File: config.mk
export PLATFORM = sky130hd
export DESIGN_NAME = adc_code_averager
export DESIGN_NICKNAME = d
export VERILOG_FILES = /design/src/rtl/adc_code_averager.sv
export SDC_FILE = /design/constraint.sdc
export NUM_CORES = 1
export LEC_CHECK = 0
export ABC_AREA = 1
export ABC_CLOCK_PERIOD_IN_PS = 2000
export BUFFER_PORTS_ARGS = -buffer_cell sky130_fd_sc_hd__buf_2
export CAP_MARGIN = 20
export CORE_MARGIN = 1
export CORE_UTILIZATION = 30
export CTS_BUF_LIST = sky130_fd_sc_hd__clkbuf_4 sky130_fd_sc_hd__clkbuf_8 sky130_fd_sc_hd__clkbuf_16
export DETAILED_ROUTE_END_ITERATION = 10
export PLACE_DENSITY = 0.54
export SLEW_MARGIN = 0
export SYNTH_ARGS = -nofsm -noshare
export SYNTH_HDL_FRONTEND = slang
export SYNTH_SLANG_ARGS = --single-unit
File: constraint.sdc
create_clock -name clk -period 2 [get_ports clk]
set_clock_uncertainty 0.05 [all_clocks]
set_input_delay 0.2 -clock clk [delete_from_list [all_inputs] [get_ports clk]]
set_output_delay 0.2 -clock clk [all_outputs]
set_load 0.05 [all_outputs]
File: src/rtl/adc_code_averager.sv
// Paces ADC conversions, averages 2^LOG2_N codes per result and queues results for a valid/ready consumer.
// One result every N*(SETTLE_CYC+1)+1 cycles; a full FIFO with no pop drops the result and sets sticky overflow.
// Define ADC_AVG_ROUND_EN for round-half-up averaging; truncation otherwise.

module adc_avg_fifo #(
   parameter int W     = 7,
   parameter int DEPTH = 4
) (
   input  logic                     clk,
   input  logic                     rst_n,
   input  logic                     i_clr,
   input  logic                     i_push,
   input  logic [W-1:0]             i_wdat,
   input  logic                     i_pop,
   output logic [W-1:0]             o_rdat,
   output logic                     o_vld,
   output logic [$clog2(DEPTH):0]   o_level,
   output logic                     o_drop
);
   localparam int AW = $clog2(DEPTH);

   logic [W-1:0]  r_mem [DEPTH];
   logic [AW-1:0] r_wr_ptr;
   logic [AW-1:0] r_rd_ptr;
   logic [AW:0]   r_level;
   logic          w_full;
   logic          w_pop;
   logic          w_push;

   assign w_full = (r_level == (AW+1)'(DEPTH));
   assign w_pop  = i_pop && (r_level != '0);
   // A pop frees the head slot on the same edge, so a push into a full FIFO is still accepted.
   assign w_push = i_push && (!w_full || w_pop);
   assign o_drop = i_push && w_full && !w_pop;

   always_ff @(posedge clk or negedge rst_n) begin
      if (!rst_n) begin
         r_wr_ptr <= '0;
         r_rd_ptr <= '0;
         r_level  <= '0;
      end else if (i_clr) begin
         r_wr_ptr <= '0;
         r_rd_ptr <= '0;
         r_level  <= '0;
      end else begin
         if (w_push) r_wr_ptr <= r_wr_ptr + AW'(1);
         if (w_pop)  r_rd_ptr <= r_rd_ptr + AW'(1);
         if (w_push && !w_pop)
            r_level <= r_level + (AW+1)'(1);
         else if (w_pop && !w_push)
            r_level <= r_level - (AW+1)'(1);
      end
   end

   always_ff @(posedge clk) begin
      if (w_push) r_mem[r_wr_ptr] <= i_wdat;
   end

   assign o_vld   = (r_level != '0);
   assign o_rdat  = o_vld ? r_mem[r_rd_ptr] : '0;
   assign o_level = r_level;
endmodule

module adc_code_averager #(
   parameter int CODE_W     = 7,
   parameter int LOG2_N     = 2,
   parameter int SETTLE_CYC = 2,
   parameter int FIFO_DEPTH = 4
) (
   input  logic                          clk,
   input  logic                          rst_n,
   input  logic                          enable,
   input  logic                          clear,
   input  logic [CODE_W-1:0]             adc_code,
   output logic                          hold,
   output logic [CODE_W-1:0]             avg_data,
   output logic                          avg_valid,
   input  logic                          avg_ready,
   output logic [$clog2(FIFO_DEPTH):0]   fifo_level,
   output logic                          overflow
);
   localparam int ACC_W = CODE_W + LOG2_N;
   localparam int CNT_W = LOG2_N + 1;
   localparam int SC_W  = $clog2(SETTLE_CYC) + 1;

   localparam logic [1:0] S_IDLE   = 2'd0;
   localparam logic [1:0] S_SETTLE = 2'd1;
   localparam logic [1:0] S_SAMPLE = 2'd2;
   localparam logic [1:0] S_STORE  = 2'd3;

   localparam logic [CNT_W-1:0] N_LAST  = CNT_W'((1 << LOG2_N) - 1);
   localparam logic [SC_W-1:0]  SC_LOAD = SC_W'(SETTLE_CYC - 1);

   logic [1:0]        r_state;
   logic [SC_W-1:0]   r_scnt;
   logic [CNT_W-1:0]  r_cnt;
   logic [ACC_W-1:0]  r_acc;
   logic              r_ovf;
   logic [ACC_W-1:0]  w_acc_nxt;
   logic [CODE_W-1:0] w_result;
   logic              w_push;
   logic              w_drop;

   assign w_acc_nxt = r_acc + ACC_W'(adc_code);

`ifdef ADC_AVG_ROUND_EN
   // Sum + N/2 never exceeds ACC_W bits, so no saturation is needed.
   localparam logic [ACC_W-1:0] RND = ACC_W'((1 << LOG2_N) >> 1);
   assign w_result = CODE_W'((r_acc + RND) >> LOG2_N);
`else
   assign w_result = CODE_W'(r_acc >> LOG2_N);
`endif

   assign w_push = (r_state == S_STORE);
   assign hold   = (r_state == S_SETTLE) || (r_state == S_SAMPLE);

   always_ff @(posedge clk or negedge rst_n) begin
      if (!rst_n) begin
         r_state <= S_IDLE;
         r_scnt  <= '0;
         r_cnt   <= '0;
         r_acc   <= '0;
      end else if (clear) begin
         r_state <= S_IDLE;
         r_scnt  <= '0;
         r_cnt   <= '0;
         r_acc   <= '0;
      end else begin
         case (r_state)
            S_IDLE: begin
               if (enable) begin
                  r_state <= S_SETTLE;
                  r_scnt  <= SC_LOAD;
               end
            end
            S_SETTLE: begin
               if (r_scnt == '0)
                  r_state <= S_SAMPLE;
               else
                  r_scnt <= r_scnt - SC_W'(1);
            end
            S_SAMPLE: begin
               if (r_cnt == N_LAST) begin
                  r_acc   <= w_acc_nxt;
                  r_cnt   <= r_cnt + CNT_W'(1);
                  r_state <= S_STORE;
               end else if (enable) begin
                  r_acc   <= w_acc_nxt;
                  r_cnt   <= r_cnt + CNT_W'(1);
                  r_state <= S_SETTLE;
                  r_scnt  <= SC_LOAD;
               end else begin
                  // Partial window is discarded so no residue leaks into the next result.
                  r_acc   <= '0;
                  r_cnt   <= '0;
                  r_state <= S_IDLE;
               end
            end
            S_STORE: begin
               r_acc <= '0;
               r_cnt <= '0;
               if (enable) begin
                  r_state <= S_SETTLE;
                  r_scnt  <= SC_LOAD;
               end else begin
                  r_state <= S_IDLE;
               end
            end
            default: r_state <= S_IDLE;
         endcase
      end
   end

   always_ff @(posedge clk or negedge rst_n) begin
      if (!rst_n)
         r_ovf <= 1'b0;
      else if (clear)
         r_ovf <= 1'b0;
      else if (w_drop)
         r_ovf <= 1'b1;
   end

   assign overflow = r_ovf;

   adc_avg_fifo #(
      .W     (CODE_W),
      .DEPTH (FIFO_DEPTH)
   ) u_fifo (
      .clk     (clk),
      .rst_n   (rst_n),
      .i_clr   (clear),
      .i_push  (w_push),
      .i_wdat  (w_result),
      .i_pop   (avg_ready),
      .o_rdat  (avg_data),
      .o_vld   (avg_valid),
      .o_level (fifo_level),
      .o_drop  (w_drop)
   );
endmodule
==> flow_summary.json <==
{
  "crit_end": "avg_data[3]",
  "synth_top_family_by_area": "simple AND/OR/NAND/NOR gates",
  "cpMostUsedCell": "nor2_1",
  "finalCriticalPeriod_ns": 1.86,
  "grt_max_degree": 25,
  "final_cell_mix": "43 x nand2_1, 41 x nor2_1, 28 x edfxtp_1",
  "drt-vias-per-instance": 4.64,
  "syn-num-nets": 322,
  "core_region_area_mm2": 0.00881,
  "crit_fanout": 16,
  "slowest_delay_ns": 0.56,
  "start_kind": "flop",
  "ys_seq_area_share_pct": 52.2,
  "yosys_warnings": 0,
  "synthTopCellsByArea": "edfxtp_1 30%, dfrtp_1 22%, ha_1 9.1%",
  "cts-root-buf": "clkbuf_8",
  "synth_mux_area_share_pct": 0,
  "cts.sink_count": 52,
  "dieArea_mm2": 0.00960,
  "antenna_found_initial": 0,
  "slowest_stage": "dfrtp_2",
  "wl_met1_um": 2770,
  "cts_tree": "yes",
  "synthCells": 288,
  "clkTransAtPathRegs_ns": 0.11,
  "cap_viol_max_count": 0,
  "status": "finished clean",
  "synth_compound_area_share_pct": 12.2,
  "place_area_mm2": 0.00302,
  "grt_pass1_vias": 1920,
  "path_cells": "nor2_1 -> nor2_1 -> o21ai_0 -> a21oi_1 -> buf_2",
  "utilization_pct": 35.5,
  "num_antenna_cells": 0,
  "antenna_left": 0,
  "rows": 34,
  "synth-simple-area-share_pct": 18.9,
  "synth_area_leader_cell": "edfxtp_1",
  "critPathArrivalTime_ns": 1.61,
  "hold_depth": 3,
  "min_period_over_period_pct": 93.1,
  "routed_wl_um": 5450,
  "power_mw": 3.70,
  "design_area_mm2": 0.00313,
  "worst_pin_slew_ns": 0.583,
  "cellLeakagePower_nw": 1.44,
  "grt-ovfl-total": 0,
  "finalSetupViolations": 0,
  "synth.avg_cell_area_um2": 9.59,
  "fin_nets": 353,
  "io_buffers": 24,
  "required_ns": 1.75,
  "slew_viol_final": 0,
  "wl_met2_um": 2500,
  "ios": 25,
  "grt_pass1_wl_um": 9420,
  "clkLatencyLatePin_ns": 0.30,
  "grt_use_total_pct": 12.4,
  "finalHoldViolCount": 0,
  "vias": 1988,
  "start_util_pct": 31.4,
  "post-route-drc-count": 0,
  "areaGrowthSynthToFinish_pct": 13.2,
  "finalNonFillerCells": 428,
  "final_common_cell": "nand2_1",
  "fp.dieW_um": 98.0,
  "synthAdderAreaFrac_pct": 10.5,
  "first_pass_iters": 4,
  "die_height_um": 98.0,
  "dp_cells": 419,
  "drive_above_1_share_pct": 18.4,
  "reg2reg_depth": 8,
  "power_density_mw_per_mm2": 1180,
  "drt_iter0_markers": 86,
  "ys_ff_latch": 52,
  "finalSetupTns_ns": 0,
  "dp_hpwl_um": 3980,
  "crit_type": "reg -> out",
  "ys_types": 35,
  "netlist.area_leader.share_pct": 30.4,
  "met3WireLength_um": 138,
  "r2r_start": "r_state[0]$_DFFE_PN0P_",
  "numCtsBuffers": 5,
  "fmax_mhz": 537,
  "synth_xor_area_share_pct": 0.317,
  "clock_path_buffers": 2,
  "cts_max_level": 2,
  "r2r_slack_ns": 0.21,
  "gp_congestion": 0.769,
  "syn-cell-area_mm2": 0.00276,
  "slew_headroom_pct": 61.1,
  "crit_start": "u_fifo.r_rd_ptr[0]$_DFFE_PN0P_",
  "top_layer": "met4",
  "worst_hold_path_type": "in -> reg",
  "r2r-end": "u_fifo.o_level[2]$_DFFE_PN0P_",
  "max-vdd-ir-drop_mv": 0.397,
  "post_drt_wl_per_cell_um": 12.7,
  "cp-end-kind": "output port"
}
## critical path: cells and delay by family (launching register included)
kind / cells / cell delay [ns]
AOI/OAI and AO/OA: 2 / 0.25
buffers and inverters: 1 / 0.28
DFF: 1 / 0.56
and+or+nand+nor: 2 / 0.22
## registers in the layout, indices dropped and copies added, names as in the netlist
name / cells
r_scnt: 2
u_fifo.o_level: 3
u_fifo.r_rd_ptr: 2
r_cnt: 3
u_fifo.r_mem: 28
r_state: 2
r_acc: 9
overflow: 1
u_fifo.r_wr_ptr: 2
## routing by layer
layer  vias up  global-route usage (%)
li1       1036                       -
met1       928                    17.2
met2        22                    19.6
met3         2                    2.36
met4         0                    3.26
met5         -                       0
## cells in the mapped netlist, drive strengths merged
| cell type | instances |
|---|---|
| a21o | 1 |
| ha | 20 |
| a21oi | 18 |
| fa | 2 |
| nand3b | 2 |
| inv | 32 |
| clkinv | 1 |
| o21ai | 26 |
| a31oi | 1 |
| nor2 | 43 |
| buf | 6 |
| nand4 | 4 |
| xnor2 | 1 |
| o211ai | 2 |
| nand3 | 17 |
| a21boi | 1 |
| a22o | 3 |
| o21a | 2 |
| o22ai | 4 |
| a211oi | 1 |
| dfrtp | 24 |
| edfxtp | 28 |
| nand2 | 49 |
## worst min path at each step
stage | from | slack, ns | to
finish | avg_ready | 0.18 | u_fifo.r_rd_ptr[0]$_DFFE_PN0P_
global route | avg_ready | 0.18 | u_fifo.r_rd_ptr[0]$_DFFE_PN0P_
CTS | avg_ready | 0.17 | u_fifo.r_rd_ptr[0]$_DFFE_PN0P_
detailed placement | rst_n | 0.20 | r_scnt[0]$_DFFE_PN0P_
global placement | rst_n | 0.20 | r_scnt[0]$_DFFE_PN0P_
floorplan | rst_n | -0.15 | overflow$_DFFE_PN0P_
## cell type report
cell class | instances | area (um2)
repair buffers | 30 | 168
clock inverters | 3 | 25.0
fillers | 882 | 5680
inverters | 33 | 130
multi-input cells | 197 | 1160
well taps | 108 | 135
clock buffers | 5 | 68.8
flip-flops and latches | 52 | 1440
## power by group
part / leakage [nW] / total (mW) / internal (mW) / switching, mW
clock: 0.0452 / 0.632 / 0.256 / 0.376
combinational: 0.793 / 1.67 / 0.449 / 1.22
sequential: 0.597 / 1.40 / 1.26 / 0.140
total: 1.44 / 3.70 / 1.96 / 1.74
## stage by stage
step	hold WS (ns)	setup slack, ns
6_report	0.176	0.138
5_1_grt	0.176	-0.000641
4_1_cts	0.173	0.0625
3_5_place_dp	0.197	0.237
3_3_place_gp	0.201	0.273
2_1_floorplan	-0.146	-0.161
## cell families (layout without fill, tap and decap cells)
| family | Yosys count | in the layout |
|---|---|---|
| compound gates | 59 | 59 |
| xor+xnor | 1 | 1 |
| fa+ha+maj | 22 | 22 |
| buf+inv | 39 | 71 |
| flops | 52 | 52 |
| simple gates | 115 | 115 |
## repair_timing
item,CTS,global route
hold buffers,1,0
gates resized for setup,1,2
endpoints found under the setup margin,5,2
buffers inserted,0,0
pin swaps,0,0
hold endpoints to repair,24,0
Note: power is estimated with default switching activity, not from simulation.
